## src/rtl/cpu_pkg.sv

```systemverilog
// Shared CPU definitions: PC width, trap vector, fetch FSM state encoding.
package cpu_pkg;

  localparam int unsigned     DEF_PC_W         = 12;
  localparam int unsigned     DEF_FLUSH_CYCLES = 2;
  localparam logic [11:0]     DEF_TRAP_VECTOR  = 12'hFF0;

  typedef enum logic [2:0] {
    ST_RESET = 3'd0,
    ST_RUN   = 3'd1,
    ST_FLUSH = 3'd2,
    ST_HALT  = 3'd3
  } state_e;

endpackage

```

## src/rtl/fetch_sequencer.sv

```systemverilog
// PC sequencing control: chooses advance / hold / redirect each cycle and
// drives imem request, IF/ID flush and trap EPC capture.
module fetch_sequencer
  import cpu_pkg::*;
#(
  parameter int unsigned     PC_W         = DEF_PC_W,
  parameter int unsigned     FLUSH_CYCLES = DEF_FLUSH_CYCLES,
  parameter logic [PC_W-1:0] TRAP_VECTOR  = DEF_TRAP_VECTOR
) (
  input  logic            clk,
  input  logic            reset,
  input  logic            i_branch_taken,
  input  logic [PC_W-1:0] i_branch_target,
  input  logic            i_trap,
  input  logic            i_halt,
  input  logic            i_resume,
  input  logic            i_hazard_stall,
  input  logic            i_imem_ready,
  input  logic [PC_W-1:0] i_pc_cur,
  output logic            o_pc_advance,
  output logic            o_pc_redirect,
  output logic [PC_W-1:0] o_pc_target,
  output logic            o_flush,
  output logic            o_imem_req,
  output logic [PC_W-1:0] o_epc,
  output logic [2:0]      o_state
);

  localparam logic [2:0] CNT_INIT = 3'(FLUSH_CYCLES - 1);

  state_e          state_q, state_d;
  logic [2:0]      cnt_q, cnt_d;
  logic [PC_W-1:0] epc_q, epc_d;
  logic            take_trap, take_branch;

  always_ff @(posedge clk) begin
    if (!reset) begin
      state_q <= ST_RESET;
      cnt_q   <= '0;
      epc_q   <= '0;
    end else begin
      state_q <= state_d;
      cnt_q   <= cnt_d;
      epc_q   <= epc_d;
    end
  end

  always_comb begin
    state_d       = state_q;
    cnt_d         = cnt_q;
    epc_d         = epc_q;
    take_trap     = 1'b0;
    take_branch   = 1'b0;
    o_pc_advance  = 1'b0;
    o_pc_redirect = 1'b0;
    o_pc_target   = '0;
    o_flush       = 1'b0;
    o_imem_req    = 1'b0;

    case (state_q)
      ST_RESET: state_d = ST_RUN;
      ST_RUN: begin
        if (i_trap)                                take_trap   = 1'b1;
        else if (i_branch_taken)                   take_branch = 1'b1;
        else if (i_halt) begin
          o_flush = 1'b1;
          state_d = ST_HALT;
        end
        // Keep requesting while imem is busy; a pure hazard stall drops the request.
        else if (i_hazard_stall || !i_imem_ready)  o_imem_req  = !i_imem_ready;
        else begin
          o_pc_advance = 1'b1;
          o_imem_req   = 1'b1;
        end
      end
      ST_FLUSH: begin
        if (i_trap) take_trap = 1'b1;
        else begin
          o_flush      = 1'b1;
          o_imem_req   = 1'b1;
          o_pc_advance = i_imem_ready;
          cnt_d        = (cnt_q != 3'd0) ? cnt_q - 3'd1 : 3'd0;
          if (cnt_q <= 3'd1) state_d = ST_RUN;
        end
      end
      ST_HALT: begin
        if (i_trap)        take_trap = 1'b1;
        else if (i_resume) state_d   = ST_RUN;
      end
      default: state_d = ST_RESET;
    endcase

    // The accept cycle itself is the first flush cycle, hence FLUSH_CYCLES-1 left.
    if (take_trap || take_branch) begin
      o_pc_redirect = 1'b1;
      o_pc_target   = take_trap ? TRAP_VECTOR : i_branch_target;
      o_flush       = 1'b1;
      o_imem_req    = 1'b1;
      cnt_d         = CNT_INIT;
      state_d       = (FLUSH_CYCLES == 1) ? ST_RUN : ST_FLUSH;
      if (take_trap) epc_d = i_pc_cur;
    end
  end

  assign o_epc   = epc_q;
  assign o_state = state_q;

endmodule
```

## config.mk

```make
export PLATFORM = sky130hd
export DESIGN_NAME = fetch_sequencer
export DESIGN_NICKNAME = d
export VERILOG_FILES = /design/src/rtl/cpu_pkg.sv /design/src/rtl/fetch_sequencer.sv
export SDC_FILE = /design/constraint.sdc
export NUM_CORES = 1
export LEC_CHECK = 0
export ABC_AREA = 1
export CORE_MARGIN = 3
export CORE_UTILIZATION = 36
export CTS_CLUSTER_DIAMETER = 50
export DETAILED_ROUTE_END_ITERATION = 8
export HOLD_SLACK_MARGIN = 0.15
export PLACE_DENSITY = 0.79
export SYNTH_ARGS = -nofsm -noshare
export SYNTH_HDL_FRONTEND = slang
export SYNTH_SLANG_ARGS = --single-unit
```

## constraint.sdc

```tcl
create_clock -name clk -period 1.75 [get_ports clk]
set_input_delay 0.4375 -clock clk [delete_from_list [all_inputs] [get_ports clk]]
set_output_delay 0.4375 -clock clk [all_outputs]
set_load 0.005 [all_outputs]
```

# Yosys cells after proc, flatten, opt, wreduce, memory -nomap -nowiden
# Index checks and enable logic that the tools add are counted.
word_totals:
  ram_bits: 0
  latchBits: 0
  ff_bits: 18
  rom_bits: 0
  inputBits: 32
  mem_count: 0
classes:
  n_reduce_logical: 13
  mux: 39
  n_bitwise: 2
  n_eq_ne: 18
  shifts: 0
  mul: 0
  order_cmp: 1
  addsub: 1
  div_mod_pow: 0
op_table:
  columns: ["op", "n"]
  rows:
  - ["$mux 1", 24]
  - ["$mux 12", 2]
  - ["$mux 3", 8]
  - ["$ne 3x3->1 const B", 7]
  - ["$ne 2x2->1 const B", 7]
  - ["$reduce_and 7->1", 2]
  - ["$pmux 3 s4", 1]
  - ["$eq 3x2->1 const B", 2]
  - ["$pmux 1 s2", 3]
  - ["$reduce_and 2->1", 3]
  - ["$eq 3x1->1 const B", 1]
  - ["$le 3x1->1 const B", 1]
  - ["$logic_not 3->1", 1]
  - ["$reduce_bool 3->1", 1]
  - ["$reduce_or 3->1", 1]
  - ["$sub 3x1->3 const B", 1]
  - ["$logic_or 1x1->1", 2]
  - ["$mux 2", 1]
  - ["$ne 2x1->1 const B", 1]
  - ["$not 1->1", 2]
  - ["$reduce_bool 2->1", 1]
  - ["$reduce_or 2->1", 1]
  - ["$logic_not 1->1", 1]

# Longest topological paths before layout
# Gate-level depths: netlist of run 1.
logic_depth:
  word_depth: 8
  mapped_depth: 10

# Worst setup path after synthesis of run 1
# Ideal clock, no wire load.
synth_timing:
  path_type: "register -> output"
  from: "reg state_q[1] (netlist: o_state[1])"
  to: "out o_flush"
  path_slack_ps: 62
  stages_incl_launch_ff: 8
  t_arrival_ps: 1251
  path_buffers: 1
  cell_sequence: "dfxtp_1 -> inv_1 -> ha_1 -> nand3_2 -> nand2_2 -> inv_1 -> buf_4 -> o21ai_0"
synth_via:
  elab_chain_cells: 5
synth_rtl:
  columns: ["element", "line_no", "text"]
  rows:
  - ["start, declared", "fetch_sequencer.sv:31", "state_e state_q, state_d;"]
  - ["start signal, assigned", "fetch_sequencer.sv:42", "state_q <= state_d;"]
  - ["$eq 3x2->1 or $eq 3x1->1 (tied branches)", "fetch_sequencer.sv:60", "case (state_q)"]
  - ["$reduce_or 3->1 (no source line)", null, null]
  - ["$mux 1", null, null]
  - ["$logic_or 1x1->1", "fetch_sequencer.sv:94", "if (take_trap || take_branch) begin"]
  - ["$mux 1 *", "fetch_sequencer.sv:94", null]
  - ["end, declared", "fetch_sequencer.sv:23", "output logic o_flush,"]
# Every way passes the cells marked *; elsewhere a longest branch is shown, timed or not.

# Final worst setup path of run 1
layout_timing:
  from: "reg state_q[0] (netlist: o_state[0])"
  to: "out o_flush"
# The elaborated chain is that of the path after synthesis.

==> results.toml, run 1 <==
[finish]
final_core_util = 0.742
multi_input_comb_area_um2 = 651
diodes = 0
drive_gt1_frac = 0.289
final_common_cell = "nor2_1"
fin_cells = 269
syn2layout_area_growth_pct = 91.0
fin_nets = 279
regArea_um2 = 348
final_cell_mix = "nor2_1, clkdlybuf4s50_1, buf_4"
fill_cells = 184

[synth]
synth_ff_type = "dfxtp_1"
seq_area_frac_synth = 0.344
yosysWarnings = 0
synth_edf_count = 0
synthArstFlopShare = 0
synthTopCellsByArea = "dfxtp_1, nor2_1, ha_1"
syn_area_per_cell_um2 = 6.26
ys_ff_latch = 17
syn_nets = 197
netlist_instances = 158
yosysTopAreaCellShare = 0.344
syn_area_um2 = 988
yosys.area.top_type = "dfxtp_1"
synthDistinctLibCells = 17

[clocking]
cts_tree = "done"
cts_root_buf = "clkbuf_4"
cts_htree_levels = 1
clkLatencyLatePin_ps = 290
cts.sinks = 17
clk_pin_slew_ps = 100
cts_buffers = 3
clk_path_buf_depth = 2

[placed_design]
dp_hpwl_mm = 2.28
portBuffers = 61
place_inst = 256
routabilityCongestion = 0.927
preCtsSetupSlack_ps = -800

[route]
wl_mm = 3.23
drcViolationCount = 0
drtIter0Drc = 30
ant_nets = 0
wl_per_cell_um = 12.0
avgViaCountPerCell = 4.71
drt-pass1-iter-count = 4
vias = 1266

[sta]
fmax_ghz = 0.509
finalMaxSlewViolations = 0
rsz0062_at_grt = "yes"
fin_ws_ps = -214
whs_ps = 489
hold_viol_final = 0
skew_ps = 6.47
setup_viol = 16
period_share = 1.12
period_needed_ps = 1960

[setup_path]
crit_fanout = 3
worst_ep_arrival_time_ps = 1530
path_class = "flop to output pin"
cp-start-kind = "flop"
cp.required_ps = 1310
rrSetupSlack_ps = 230
end_kind = "output pin"

[global_routing]
grt_pass1_wl_mm = 4.75
gr-total-overflow = 0
grt_max_degree = 14
track_usage = 0.175
first_global_vias = 1161
antenna_found_initial = 0

[floorplan]
die_area_mm2 = 0.00341
fp.dieH_um = 58.4
start_util = 0.388
die_w_um = 58.4
core_mm2 = 0.00254
fp-row-count = 18
ios = 63

[pwr]
max-vdd-ir-drop_uv = 775
powerDensity_mw_per_mm2 = 1130
p_leak_nw = 0.859

[outcome]
violations = "setup timing"
outcome = "finished with violations"

[job]
cap_viol_max_count = 0

[hold_path]
hp-class = "flop to flop"
[synth_stat cells (2+ instances only)]
cell and instances:
nor2_1 56, inv_1 20, nand2_1 20, dfxtp_1 17, o21ai_0 16, ha_1 7
a21oi_1 6, nand3_1 4, buf_2 2, buf_4 2, nor3_1 2
[critical path, cell delays in order, from the launching register on]
cell	delay, ps
dfxtp_4	380
buf_6	100
ha_4	160
nand3_4	80
nand2_4	80
clkinvlp_4	100
buf_4	140
o21ai_0	60
buf_2	140
[metrics by stage]
step           setup TNS [ps]  total power, mW  instance area [um^2]
2_1_floorplan               0             1.06                   988
5_1_grt                 -4210             2.30                  1890
6_report                -2740             2.14                  1890
3_5_place_dp           -11180             1.69                  1700
3_3_place_gp           -10220             1.66                  1700
4_1_cts                 -2570             2.05                  1830
[cell type report]
cell class	instances	share of cell area
clock buffer	4	0.0139
inverter	20	0.0471
multi-input combinational	115	0.345
sequential	17	0.184
tap	30	0.0199
timing repair buffer	83	0.390
[flip-flops by register name, summed over array words and instances, names as in the netlist]
signal   flops
o_epc       12
cnt_q        3
o_state      2
[timing repair]
| action | in CTS | in global routing |
|---|---|---|
| gates resized for setup | 97 | 17 |
| cloned | 0 | 0 |
| buffers inserted | 10 | 0 |
| pin swaps | 9 | 7 |
| hold buffers | 0 | 0 |
| setup endpoints to repair | 18 | 16 |
[where the power goes]
group          switching [mW]  internal [mW]
Clock                   0.117         0.0885
Combinational           0.639          0.723
Sequential             0.0700          0.503
Total                   0.827           1.31
[path summary, 6_finish.rpt]
kind | start | to | depth (start not counted)
min | o_epc[10] | o_epc[10] | 2
max reg2reg | o_state[0] | o_state[1] | 11
max | o_state[0] | o_flush | 8
min reg2reg | o_epc[10] | o_epc[10] | 2
[logic make-up (layout without fill, tap and decap cells)]
group | after synthesis | in the layout | synth area share
DFF | 17 | 17 | 0.344
adders and majority gates | 7 | 7 | 0.0886
AOI/OAI and AO/OA | 23 | 23 | 0.119
buffers and inverters | 26 | 107 | 0.109
other | 1 | 1 | 0.00379
and+or+nand+nor | 84 | 84 | 0.335
[routing by layer]
layer	track usage	share of wire	vias up
met1	0.187	0.39	566
met2	0.332	0.51	52
li1	-	-	642
met3	0.0307	0.078	6
met5	0	0	-
met4	0.0762	0.014	0
Note: power is estimated with default switching activity, not from simulation.
==> run 2: changes to the inputs <==
- CORE_MARGIN: 3 -> 1
- HOLD_SLACK_MARGIN: 0.15 -> not set
==> run 2 against run 1 <==
Compared with the run above: the flow still finishes with violations (setup timing); core utilization grew 1.5 points; combinational power increased by 7%; total power rose by 4.8%; sequential power decreased by 1%; worst setup slack improved by 2.7 ps; critical path type unchanged.
==> results.toml, run 2 (synthesized netlist as in run 1, its figures left out) <==
[outcome]
outcome = "finished with violations"
violations = "setup timing"

[floorplan]
die_area_mm2 = 0.00296
die_w_um = 54.4
start_util = 0.388
core_mm2 = 0.00254
fp-row-count = 18
fp.dieH_um = 54.4
ios = 63

[finish]
syn2layout_area_growth_pct = 94.9
fin_nets = 286
diodes = 0
final_cell_mix = "nor2_1, clkdlybuf4s50_1, buf_4"
largest_register_ff_count = 12
fin_cells = 276
drive_gt1_frac = 0.305
final_core_util = 0.757
finish.instance_area_mm2 = 0.00193
final_common_cell = "nor2_1"

[route]
avgViaCountPerCell = 4.76
vias = 1313
drtIter0Drc = 24
drcViolationCount = 0
wl_per_cell_um = 12.2
wl_mm = 3.38
ant_nets = 0
drt-pass1-iter-count = 5

[pwr]
max-vdd-ir-drop_uv = 828
p_sw_mw = 0.867
seqPwrFrac = 0.252
swShare = 0.387
total_power_mw = 2.24
combPwrFrac = 0.651
p_int_mw = 1.38
powerDensity_mw_per_mm2 = 1160
p_leak_nw = 0.906
p_clk_frac = 0.097

[job]
cap_viol_max_count = 0

[setup_path]
timing.critical_path.buf_inv = 4
max_stage_delay_ps = 380
critPathSlowestCell = "dfxtp_4"
rrSetupSlack_ps = 120
crit_family = "buffers and inverters"
crit_fanout = 5
end_kind = "output pin"
cp_cell_sequence = "buf_6 > ha_4 > nand3_4 > nand2_4 > clkinvlp_4 > buf_6 > nor2_1 > buf_2"
worst_ep_arrival_time_ps = 1520
path_class = "flop to output pin"
path_common_cell = "buf_6"
cp.required_ps = 1310
cp-start-kind = "flop"

[sta]
skew_ps = 0.668
fin_ws_ps = -211
rsz0062_at_grt = "yes"
fmax_ghz = 0.510
period_share = 1.12
setup_viol = 16
finalMaxSlewViolations = 0
period_needed_ps = 1960
hold_viol_final = 0

[global_routing]
gr-total-overflow = 0
grt_pass1_wl_mm = 4.53
first_global_vias = 1112
track_usage = 0.219
grt_max_degree = 14
antenna_found_initial = 0

[clocking]
cts_buffers = 3
postCtsHoldBufs = 0
cts.sinks = 17
clk_path_buf_depth = 2
cts_htree_levels = 1
clkLatencyLatePin_ps = 300
cts_tree = "done"
clk_pin_slew_ps = 100
cts_root_buf = "clkbuf_4"

[placed_design]
place_inst = 260
preCtsSetupSlack_ps = -762
routabilityCongestion = 0.826
dpl_cell_area_mm2 = 0.00173
dp_hpwl_mm = 2.34
portBuffers = 61

[hold_path]
hp-class = "flop to flop"
## run 2: cell types whose count changed in the layout (fill, tap and decap cells not counted), moves of 3 or more
cell and delta:
buf_6 +3, clkdlybuf4s15_2 -4, buf_4 +5, buf_2 +3
## run 2: layout make-up
cell class | count | area [um^2]
clock buffers | 3 | 22.5
multi-input cells | 115 | 646
clock inverters | 1 | 5.00
inverters | 20 | 91.3
well taps | 30 | 37.5
fillers | 183 | 618
flip-flops and latches | 17 | 345
repair buffers | 90 | 779
## run 2: power groups by stage
stage | combinational [mW] | clock [mW] | sequential (mW)
after floorplan | 0.482 | 0 | 0.578
after global placement | 1.12 | 0 | 0.562
after detailed placement | 1.16 | 0 | 0.568
after CTS | 1.31 | 0.219 | 0.563
after global routing | 1.60 | 0.240 | 0.577
final | 1.46 | 0.217 | 0.565
## run 2: final timing paths
kind                                  from             end  cells past startpoint
worst max-delay path            o_state[0]  o_pc_target[6]                      8
worst min-delay path              o_epc[3]        o_epc[3]                      2
worst max register to register  o_state[0]      o_state[1]                     12
worst min register to register    o_epc[3]        o_epc[3]                      2
## run 2: per-stage QoR
stage	hold slack [ps]	TNS [ps]
floorplan	455	0
global placement	463	-9790
detailed placement	476	-10840
CTS	495	-2690
global route	523	-3780
finish	497	-2470
## run 2: tightest hold or removal path, delay by kind of cell, from the launching register on
kind,cells,cell delay [ps]
DFF,1,320
and+or+nand+nor,2,140
## run 2: repair_timing
action | CTS | global route
setup buffers | 12 | 2
cloned | 0 | 0
resized for setup | 102 | 17
pin swaps | 7 | 4
endpoints found under the setup margin | 18 | 17
## run 2: routing by layer
layer,vias to the layer above,share of wire,GRT usage
met5,-,0,0
met4,0,0.021,0.128
met3,6,0.075,0.0194
met2,53,0.54,0.439
met1,597,0.36,0.212
li1,657,-,-
